<file path="src/rtl/apu_arbiter.sv">
// apu_arbiter: shares one APU request/response port between NREQ requesters.
// Arbitration is round-robin. Only one transaction is outstanding at a time.
// The selection stays locked until the APU grants. The response is then routed
// back to the requester that owns the transaction.
// Optional feature: define APU_ARBITER_TIMEOUT_EN to enable a response watchdog.
//
// state  | meaning
// IDLE   | no transaction; pick the round-robin winner and request the APU
// REQ    | winner latched in owner; waiting for apu_gnt_i
// WAIT   | granted; waiting for apu_rvalid_i (or the watchdog, if enabled)

module apu_arbiter #(
    parameter int NREQ           = 2,
    parameter int NARGS          = 3,   // APU_NARGS_CPU
    parameter int WOP            = 6,   // APU_WOP_CPU
    parameter int NDSFLAGS       = 15,  // APU_NDSFLAGS_CPU
    parameter int NUSFLAGS       = 5,   // APU_NUSFLAGS_CPU
    parameter int TIMEOUT_CYCLES = 64
) (
    input  logic                                clk_i,
    input  logic                                rst_ni,
    input  logic [NREQ-1:0]                     req_i,
    input  logic [NREQ-1:0][NARGS-1:0][31:0]    operands_i,
    input  logic [NREQ-1:0][WOP-1:0]            op_i,
    input  logic [NREQ-1:0][NDSFLAGS-1:0]       flags_i,
    output logic [NREQ-1:0]                     gnt_o,
    output logic [NREQ-1:0]                     rvalid_o,
    output logic [31:0]                         result_o,
    output logic [NUSFLAGS-1:0]                 flags_o,
    output logic                                timeout_o,
    output logic                                apu_req_o,
    output logic [NARGS-1:0][31:0]              apu_operands_o,
    output logic [WOP-1:0]                      apu_op_o,
    output logic [NDSFLAGS-1:0]                 apu_flags_o,
    input  logic                                apu_gnt_i,
    input  logic                                apu_rvalid_i,
    input  logic [31:0]                         apu_result_i,
    input  logic [NUSFLAGS-1:0]                 apu_flags_i
);

    localparam int RRW = $clog2(NREQ);
    localparam int SW  = RRW + 1;
    localparam logic [RRW-1:0] LAST = RRW'(NREQ - 1);

    if (NREQ < 2 || NREQ > 4 || TIMEOUT_CYCLES < 1) begin : g_param_check
        $error("apu_arbiter: NREQ must be 2..4 and TIMEOUT_CYCLES at least 1");
    end

    typedef enum logic [1:0] {S_IDLE, S_REQ, S_WAIT} state_e;

    state_e         state_q;
    logic [RRW-1:0] rr_q;
    logic [RRW-1:0] owner_q;
    logic [RRW-1:0] owner_next;
    logic [RRW-1:0] winner;
    logic [RRW-1:0] sel;
    logic [SW-1:0]  idx;
    logic           found;
    logic           any_req;
    logic           active;
    logic           done;
    logic           timeout_hit;

    assign any_req    = |req_i;
    assign owner_next = (owner_q == LAST) ? '0 : owner_q + RRW'(1);

    // first set request scanning upward from rr, wrapping at NREQ
    always_comb begin
        winner = '0;
        found  = 1'b0;
        idx    = '0;
        for (int i = 0; i < NREQ; i++) begin
            idx = {1'b0, rr_q} + SW'(i);
            if (idx >= SW'(NREQ)) idx = idx - SW'(NREQ);
            if (!found && req_i[idx[RRW-1:0]]) begin
                found  = 1'b1;
                winner = idx[RRW-1:0];
            end
        end
    end

`ifdef APU_ARBITER_TIMEOUT_EN
    localparam int CW = $clog2(TIMEOUT_CYCLES + 1);
    localparam logic [CW-1:0] TO_LIMIT = CW'(TIMEOUT_CYCLES);

    logic [CW-1:0] cnt_q;

    assign timeout_hit = (cnt_q == TO_LIMIT);
    assign timeout_o   = (state_q == S_WAIT) && !apu_rvalid_i && timeout_hit;

    // watchdog: cleared on WAIT entry, counts WAIT cycles without a response
    always_ff @(posedge clk_i or negedge rst_ni) begin
        if (!rst_ni) begin
            cnt_q <= '0;
        end else if (state_q != S_WAIT) begin
            cnt_q <= '0;
        end else if (!apu_rvalid_i && !timeout_hit) begin
            cnt_q <= cnt_q + CW'(1);
        end
    end
`else
    assign timeout_hit = 1'b0;
    assign timeout_o   = 1'b0;
`endif

    // grant, response routing and request-channel mux; channel is zero when idle
    always_comb begin
        gnt_o    = '0;
        rvalid_o = '0;
        result_o = '0;
        flags_o  = '0;
        active   = 1'b0;
        sel      = owner_q;
        done     = 1'b0;
        unique case (state_q)
            S_IDLE: begin
                if (any_req) begin
                    active        = 1'b1;
                    sel           = winner;
                    gnt_o[winner] = apu_gnt_i;
                end
            end
            S_REQ: begin
                active         = req_i[owner_q];
                gnt_o[owner_q] = apu_gnt_i & req_i[owner_q];
            end
            S_WAIT: begin
                if (apu_rvalid_i) begin
                    rvalid_o[owner_q] = 1'b1;
                    result_o          = apu_result_i;
                    flags_o           = apu_flags_i;
                    done              = 1'b1;
                end else if (timeout_hit) begin
                    rvalid_o[owner_q] = 1'b1;
                    done              = 1'b1;
                end
            end
            default: ;
        endcase
        apu_req_o      = active;
        apu_operands_o = active ? operands_i[sel] : '0;
        apu_op_o       = active ? op_i[sel]       : '0;
        apu_flags_o    = active ? flags_i[sel]    : '0;
    end

    // transaction FSM; rr only advances when a transaction completes
    always_ff @(posedge clk_i or negedge rst_ni) begin
        if (!rst_ni) begin
            state_q <= S_IDLE;
            rr_q    <= '0;
            owner_q <= '0;
        end else begin
            unique case (state_q)
                S_IDLE: begin
                    if (any_req) begin
                        owner_q <= winner;
                        state_q <= apu_gnt_i ? S_WAIT : S_REQ;
                    end
                end
                S_REQ: begin
                    if (!req_i[owner_q]) state_q <= S_IDLE;
                    else if (apu_gnt_i)  state_q <= S_WAIT;
                end
                S_WAIT: begin
                    if (done) begin
                        rr_q    <= owner_next;
                        state_q <= S_IDLE;
                    end
                end
                default: state_q <= S_IDLE;
            endcase
        end
    end

endmodule

</file>
<file path="config.mk">
export PLATFORM = sky130hd
export DESIGN_NAME = apu_arbiter
export DESIGN_NICKNAME = d
export VERILOG_FILES = /design/src/rtl/apu_arbiter.sv
export SDC_FILE = /design/constraint.sdc
export NUM_CORES = 1
export LEC_CHECK = 0
export BUFFER_PORTS_ARGS = -buffer_cell sky130_fd_sc_hd__buf_2
export CORE_AREA = 2 2 171 173
export CTS_BUF_LIST = sky130_fd_sc_hd__clkbuf_4
export CTS_CLUSTER_SIZE = 16
export DETAILED_ROUTE_END_ITERATION = 10
export DIE_AREA = 0 0 173 175
export PLACE_DENSITY_LB_ADDON = 0.08
export SETUP_SLACK_MARGIN = 0.4
export SLEW_MARGIN = 40
export SYNTH_ARGS = -nofsm -noshare
export SYNTH_HDL_FRONTEND = slang
export SYNTH_SLANG_ARGS = --single-unit
</file>
<file path="constraint.sdc">
create_clock -name clk_i -period 2.1 [get_ports clk_i]
set_input_delay 0.42 -clock clk_i [delete_from_list [all_inputs] [get_ports clk_i]]
set_output_delay 0.42 -clock clk_i [all_outputs]
set_load 0.005 [all_outputs]
</file>
# --- Word level (Yosys, flattened, before mapping) ---
# Cells that the tools add are included.
op_classes:
  add_sub_neg: 4
  magnitude_cmp: 9
  eq_ne: 5
  n_mux: 45
  bitwise_logic: 3
  reduce_logical: 8
op_table:
  columns: ["operator", "count"]
  rows:
  - ["$mux W96", 3]
  - ["$mux W32", 2]
  - ["$mux W15", 3]
  - ["$mux W1", 19]
  - ["$mux W6", 3]
  - ["$mux W2", 8]
  - ["$lt A1 B2 Y1 const B", 5]
  - ["$mux W5", 2]
  - ["$pmux W2 S3", 1]
  - ["$and A2 B2 Y2", 2]
  - ["$ne A2 B2 Y1 const B", 2]
  - ["$pmux W2 S2", 1]
  - ["$logic_and A1 B1 Y1", 3]
  - ["$ne A3 B3 Y1 const B", 1]
  - ["$reduce_and A3 Y1", 1]
  - ["$add A1 B1 Y2 const B", 1]
  - ["$demux W1 S1", 2]
  - ["$eq A2 B1 Y1 const B", 1]
  - ["$eq A2 B2 Y1 const B", 1]
  - ["$ge A1 B1 Y1 const B", 2]
  - ["$ge A1 B2 Y1 const B", 1]
  - ["$ge A2 B2 Y1 const B", 1]
  - ["$logic_not A2 Y1", 1]
  - ["$pmux W1 S2", 1]
  - ["6 further kinds", 7]
word_totals:
  reg_bits: 4
  input_bits: 277
  word_cells: 77

# --- Longest topological paths before layout ---
# Gate-level depths: netlist (run 1).
logic_depth:
  depth_word: 15
  mapped_depth: 6
  ltp_nobuf: 3

# --- Worst setup path after synthesis (run 1) ---
# No wires, ideal clock.
synth_timing:
  path_type: "reg-to-output"
  from: "register state_q[1]"
  to: "output port apu_flags_o[0]"
  t_arrival_ps: 1625
  required_ps: 1680
  path_slack_ps: 55
  stages_incl_launch_ff: 7
  cell_sequence: "dfrtp_1 > or3b_1 > a32oi_1 > buf_4 > buf_6 > buf_6 > mux2i_1"
synth_via:
  elab_chain_len: 5
  elab_cells_between_ends: 7
  cone_classes: "eq/ne (1); mux (5); reduce/logical (1)"
synth_lines:
  columns: ["item", "line_no", "text"]
  rows:
  - ["start, declared", "51", "state_e state_q;"]
  - ["start signal, assigned", "157", "state_q <= apu_gnt_i ? S_WAIT : S_REQ;"]
  - ["$logic_not A2 Y1", "115", "unique case (state_q)"]
  - ["$mux W1", "115", null]
  - ["$mux W15 (implied by the code) (2 in series)", "143", "apu_flags_o = active ? flags_i[sel] : '0;"]
  - ["$mux W15 (*)", "143", null]
  - ["end, declared", "34", "output logic [NDSFLAGS-1:0] apu_flags_o,"]
# Every way passes the cells marked *; elsewhere a longest branch is shown, timed or not. The select of a mux whose other input is x is not followed.

==> results of run 1 <==
-- synth_stat cells --
cell / n
o32ai_1: 1
clkbuf_1: 76
buf_2: 23
nand2b_1: 2
a21o_1: 1
and2_1: 38
nand2_1: 3
nor4_1: 1
a32oi_1: 1
dfrtp_1: 4
buf_4: 11
or2_2: 1
conb_1: 1
buf_6: 3
and3_1: 1
o21ai_0: 1
nor2_1: 4
a21oi_1: 1
nor3b_1: 1
inv_1: 4
o2111ai_1: 234
or3b_1: 1
buf_1: 9
a211oi_1: 1
o211ai_1: 1
mux2_2: 1
mux2i_1: 117
nand3b_1: 1
-- where the power goes --
part	total, mW	switching, mW	internal [mW]
Combinational	5.43	2.76	2.67
Sequential	0.133	0.0289	0.105
Clock	0.0947	0.0308	0.0639
-- flip-flops by register name, summed over array words and instances (netlist names) --
name     cells
rr_q         1
owner_q      1
state_q      2
-- logic make-up (layout without fill, tap and decap cells) --
kind of cell | count (synthesis) | count (layout) | share of synthesized area
AOI/OAI and AO/OA | 241 | 241 | 0.492
buffers and inverters | 126 | 545 | 0.132
DFF | 4 | 4 | 0.0234
muxes | 118 | 119 | 0.277
other | 1 | 5 | 0.000878
and+or+nand+nor | 53 | 53 | 0.0747
-- metal layers --
metal,track usage,up-vias
met1,0.185,3186
met3,0.0246,14
met5,0,-
met2,0.303,268
li1,-,3220
met4,0.0244,0
-- per-stage QoR --
step           setup WS [ns]  utilization  power [mW]  instance area (µm²)
6_report              -0.331        0.273        5.65                 7740
5_1_grt               -0.425        0.273        6.12                 7740
4_1_cts               -0.360        0.267        5.56                 7580
3_5_place_dp          -0.247        0.261        5.23                 7420
3_3_place_gp          -0.267        0.261        5.28                 7420
2_1_floorplan         0.0768            -        2.97                 4300
-- how the worst min path moves through the flow --
stage / depth (start not counted) / endpoint / start
floorplan: 0 / owner_q$_DFF_PN0_ / rst_ni
global placement: 1 / rr_q$_DFFE_PN0P_ / rst_ni
detailed placement: 1 / rr_q$_DFFE_PN0P_ / rst_ni
CTS: 2 / state_q[0]$_DFFE_PN0P_ / apu_gnt_i
global route: 2 / state_q[0]$_DFFE_PN0P_ / apu_gnt_i
finish: 2 / state_q[0]$_DFFE_PN0P_ / apu_gnt_i
-- timing repair --
item / 4_1_cts / 5_1_grt
endpoints found under the hold margin: 4 / 0
resized for setup: 15 / 11
gates cloned: 3 / 0
buffers inserted: 4 / 10
hold buffers: 1 / 0
endpoints found under the setup margin: 159 / 159
pin swaps: 0 / 2
-- critical path, stage by stage, from the launching register on --
cell,delay (ns)
dfrtp_1,0.39
or3b_4,0.41
a32oi_4,0.24
buf_12,0.22
buf_12,0.16
mux2i_1,0.21
buf_2,0.14
-- final cells by class --
class,count,area share
antenna,4,0.00129
clock buffer,3,0.00291
inverter,4,0.00517
multi-input combinational,414,0.479
sequential,4,0.0131
tap,384,0.0620
timing repair buffer,536,0.433
timing repair inverter,2,0.00323
==> qor.yml, run 1 <==
irDropWorstVdd_uv: 293
grt_pass1_wl_um: 38300
rsz0062_at_grt: "yes"
die_w_um: 173
fin_nets: 1242
power_density_nw_per_um2: 730
setup_violations: 117
yosysTopAreaCell: "o2111ai_1"
critPathRequiredTime_ns: 1.68
place_inst: 1326
wire_per_inst_um: 19.3
die_y_um: 175
worstSetupPathType: "reg2out"
via_count: 6688
first_pass_iters: 6
fin_crit_ns: 2.43
hold_viol: 0
setup-tns-final_ns: -32.73
grt_pass1_vias: 6442
grt_max_degree: 54
drtIter0Drc: 275
fin_ws_ns: -0.331
arrival_ns: 2.01
critPathLaunchType: "register"
outcome: "finished with violations"
drive_above_1_share: 0.580
core.rowCount: 62
multi_input_area_um2: 3710
hold_class: "in2reg"
yosys_register_bits: 4
io_buffer_count: 435
leakagePower_nw: 3.86
syn_inst: 543
cts-root-buf: "clkbuf_4"
layout.cells.non_filler: 1351
post-route-drc-count: 0
layout_commonest_cell: "buf_2"
initial_core_util: 0.150
cts_tree: "built"
ys_seq_area_frac: 0.0234
syn_avg_cell_area_um2: 7.86
io_pins: 437
r2r-end: "owner_q$_DFF_PN0_"
wl_met1_um: 10600
crit_path_end: "apu_operands_o[35]"
wl_met3_um: 1460
antenna_found_initial: 5
dp_hpwl_um: 19700
r2r_start: "state_q[1]$_DFFE_PN0P_"
slew_violations: 0
finalCritPeriodShare: 1.16
via_per_inst: 4.95
drv_cap: 0
top_layer: "met4"
synth_top_area_frac: 0.480
htreeDepth: 1
startpoint: "state_q[1]$_DFFE_PN0P_"
synth_nets: 820
place_congestion: 0.780
max_freq_ghz: 0.411
clkTransAtPathRegs_ns: 0.04
track_usage: 0.157
end_kind: "output pin"
yosysUniqueCellTypes: 28
final_cell_mix: "435 x buf_2, 234 x o2111ai_1, 114 x mux2i_1, 62 x buf_4, 37 x and2_1"
insertion_delay_ns: 0.23
overflow: 0
syn_area_um2: 4270
area_growth_pct: 81.4
cp_max_fo: 14
rrSetupSlack_ns: 0.52
numCtsBuffers: 3
synth_area_leaders: "o2111ai_1 48%, mux2i_1 27%, clkbuf_1 6.7%"
violations: "negative setup slack"
core_um2: 28400
wl_um: 26100
whs_ns: 0.376
clock-sinks: 4
synth-warning-count: 0
wl_met2_um: 13900
seqCellArea_um2: 101
fill_cells: 3224
die_area_um2: 30300
reg2reg_depth: 5
ant_nets: 0
clock_skew_ns: 0.00286
cts_max_path_buffers: 2
No activity file was read; power rests on OpenSTA's default activity.
==> run 2: changes to the inputs <==
==> constraint.sdc (replaced) <==
create_clock -name clk_i -period 2.1 [get_ports clk_i]
set_input_delay 0.105 -clock clk_i [delete_from_list [all_inputs] [get_ports clk_i]]
set_output_delay 0.105 -clock clk_i [all_outputs]
set_load 0.005 [all_outputs]
==> run 2 against run 1 <==
  * The run still ends with negative setup slack left
  * Total power increased by 13%
  * Largest power group unchanged
  * Routed wire length increased by 7.0%
  * Die area unchanged
  * Critical path type unchanged
  * Critical path depth increased by 2
  * Sequential cell count unchanged
  * First-iteration DRC count increased by 13%
  * Clock skew decreased by 0.0027 ns
==> qor.yml, run 2 (synthesized netlist as in run 1, its figures left out) <==
leakagePower_nw: 3.90
io_buffer_count: 435
cp_max_fo: 7
post-route-drc-count: 0
io_pins: 437
clkTransAtPathRegs_ns: 0.04
wl_um: 27900
worstSetupPathType: "reg2out"
violations: "negative setup slack"
arrival_ns: 2.05
ant_nets: 0
first_pass_iters: 5
rsz0062_at_grt: "yes"
initial_core_util: 0.150
setup_violations: 67
grt_max_degree: 67
via_count: 6773
critPathRequiredTime_ns: 2.00
via_per_inst: 5.09
htreeDepth: 1
seqCellArea_um2: 100
clock_skew_ns: 0.000164
drtIter0Drc: 312
irDropWorstVdd_uv: 304
fin_area_um2: 7940
track_usage: 0.163
pre_cts_ws_ns: 0.117
power_density_nw_per_um2: 807
area_growth_pct: 85.9
finalCritPeriodShare: 1.03
wire_per_inst_um: 21.0
insertion_delay_ns: 0.23
max_freq_ghz: 0.464
multi_input_area_um2: 3740
setup-tns-final_ns: -1.50
fin_ws_ns: -0.0570
top_regs: "state_q x2, owner_q x1, rr_q x1"
die_area_um2: 30300
final_cell_mix: "434 x buf_2, 233 x o2111ai_1, 109 x mux2i_1, 28 x and2_1, 25 x buf_4"
place_congestion: 0.800
fin_crit_ns: 2.16
cts_max_path_buffers: 2
end_kind: "output pin"
hold_class: "in2reg"
dpl_cell_area_um2: 7010
die_w_um: 173
outcome: "finished with violations"
fill_cells: 3167
die_y_um: 175
hold_viol: 0
largest_reg_flops: 2
fin_nets: 1222
core.rowCount: 62
layout_commonest_cell: "buf_2"
drv_cap: 0
drive_above_1_share: 0.583
grt_pass1_wl_um: 39700
max_flop_register: "state_q"
dp_hpwl_um: 18800
core_um2: 28400
numCtsBuffers: 3
grt_pass1_vias: 6526
overflow: 0
critPathLaunchType: "register"
power_mw: 6.40
clock-sinks: 4
rrSetupSlack_ns: 0.41
final_core_util: 0.280
cts_tree: "built"
cts-root-buf: "clkbuf_4"
antenna_found_initial: 3
slew_violations: 0
run 2: repair_timing:
| item | 4_1_cts | 5_1_grt |
|---|---|---|
| gates cloned | 11 | 7 |
| setup buffers | 19 | 1 |
| pin swaps | 3 | 2 |
| resized for setup | 54 | 20 |
| endpoints found under the setup margin | 157 | 136 |
| hold buffers | 1 | 0 |
| hold endpoints to repair | 4 | 0 |
run 2: path summary, 6_finish.rpt:
| kind | from | to | cells past startpoint |
|---|---|---|---|
| worst max-delay path | state_q[1]$_DFFE_PN0P_ | apu_operands_o[65] | 8 |
| worst min-delay path | apu_gnt_i | state_q[0]$_DFFE_PN0P_ | 2 |
| worst max register to register | state_q[1]$_DFFE_PN0P_ | owner_q$_DFF_PN0_ | 8 |
| worst min register to register | rr_q$_DFFE_PN0P_ | rr_q$_DFFE_PN0P_ | 1 |
| max in group asynchronous | rst_ni | owner_q$_DFF_PN0_ | 2 |
| min in group asynchronous | rst_ni | rr_q$_DFFE_PN0P_ | 2 |
run 2: where the power goes:
| group | internal, mW | switching, mW |
|---|---|---|
| registers | 0.103 | 0.0255 |
| clock network | 0.0638 | 0.0293 |
| logic | 3.15 | 3.03 |
| total | 3.32 | 3.08 |
run 2: per-stage QoR:
step | hold WS, ns | cells
after floorplan | -0.191 | 543
after global placement | -0.0827 | 1285
after detailed placement | -0.0835 | 1285
after CTS | 0.0599 | 1319
after global routing | 0.0589 | 1330
final | 0.0654 | 1330
run 2: cell type report:
| type | instances | area share |
|---|---|---|
| multi-input cells | 414 | 0.471 |
| repair buffers | 517 | 0.446 |
| well taps | 384 | 0.0605 |
| flip-flops and latches | 4 | 0.0126 |
| inverters | 4 | 0.00552 |
| clock buffers | 3 | 0.00284 |
| repair inverters | 1 | 0.00110 |
| diodes | 3 | 0.000946 |
run 2: worst max-delay path, stage by stage, from the launching register on:
cell and delay, ns:
dfrtp_1 0.37, or3b_4 0.41, a32oi_4 0.19, buf_12 0.15
buf_12 0.15, buf_12 0.11, buf_12 0.10, mux2i_2 0.20
buf_2 0.14
run 2: per-layer routing:
metal | vias to the layer above | share of wire | wire (µm) | track usage
met5 | - | 0 | 0 | 0
met4 | 0 | 0.025 | 698 | 0.0438
met3 | 36 | 0.058 | 1620 | 0.0302
met2 | 283 | 0.51 | 14200 | 0.297
met1 | 3254 | 0.41 | 11400 | 0.196
li1 | 3200 | - | - | -
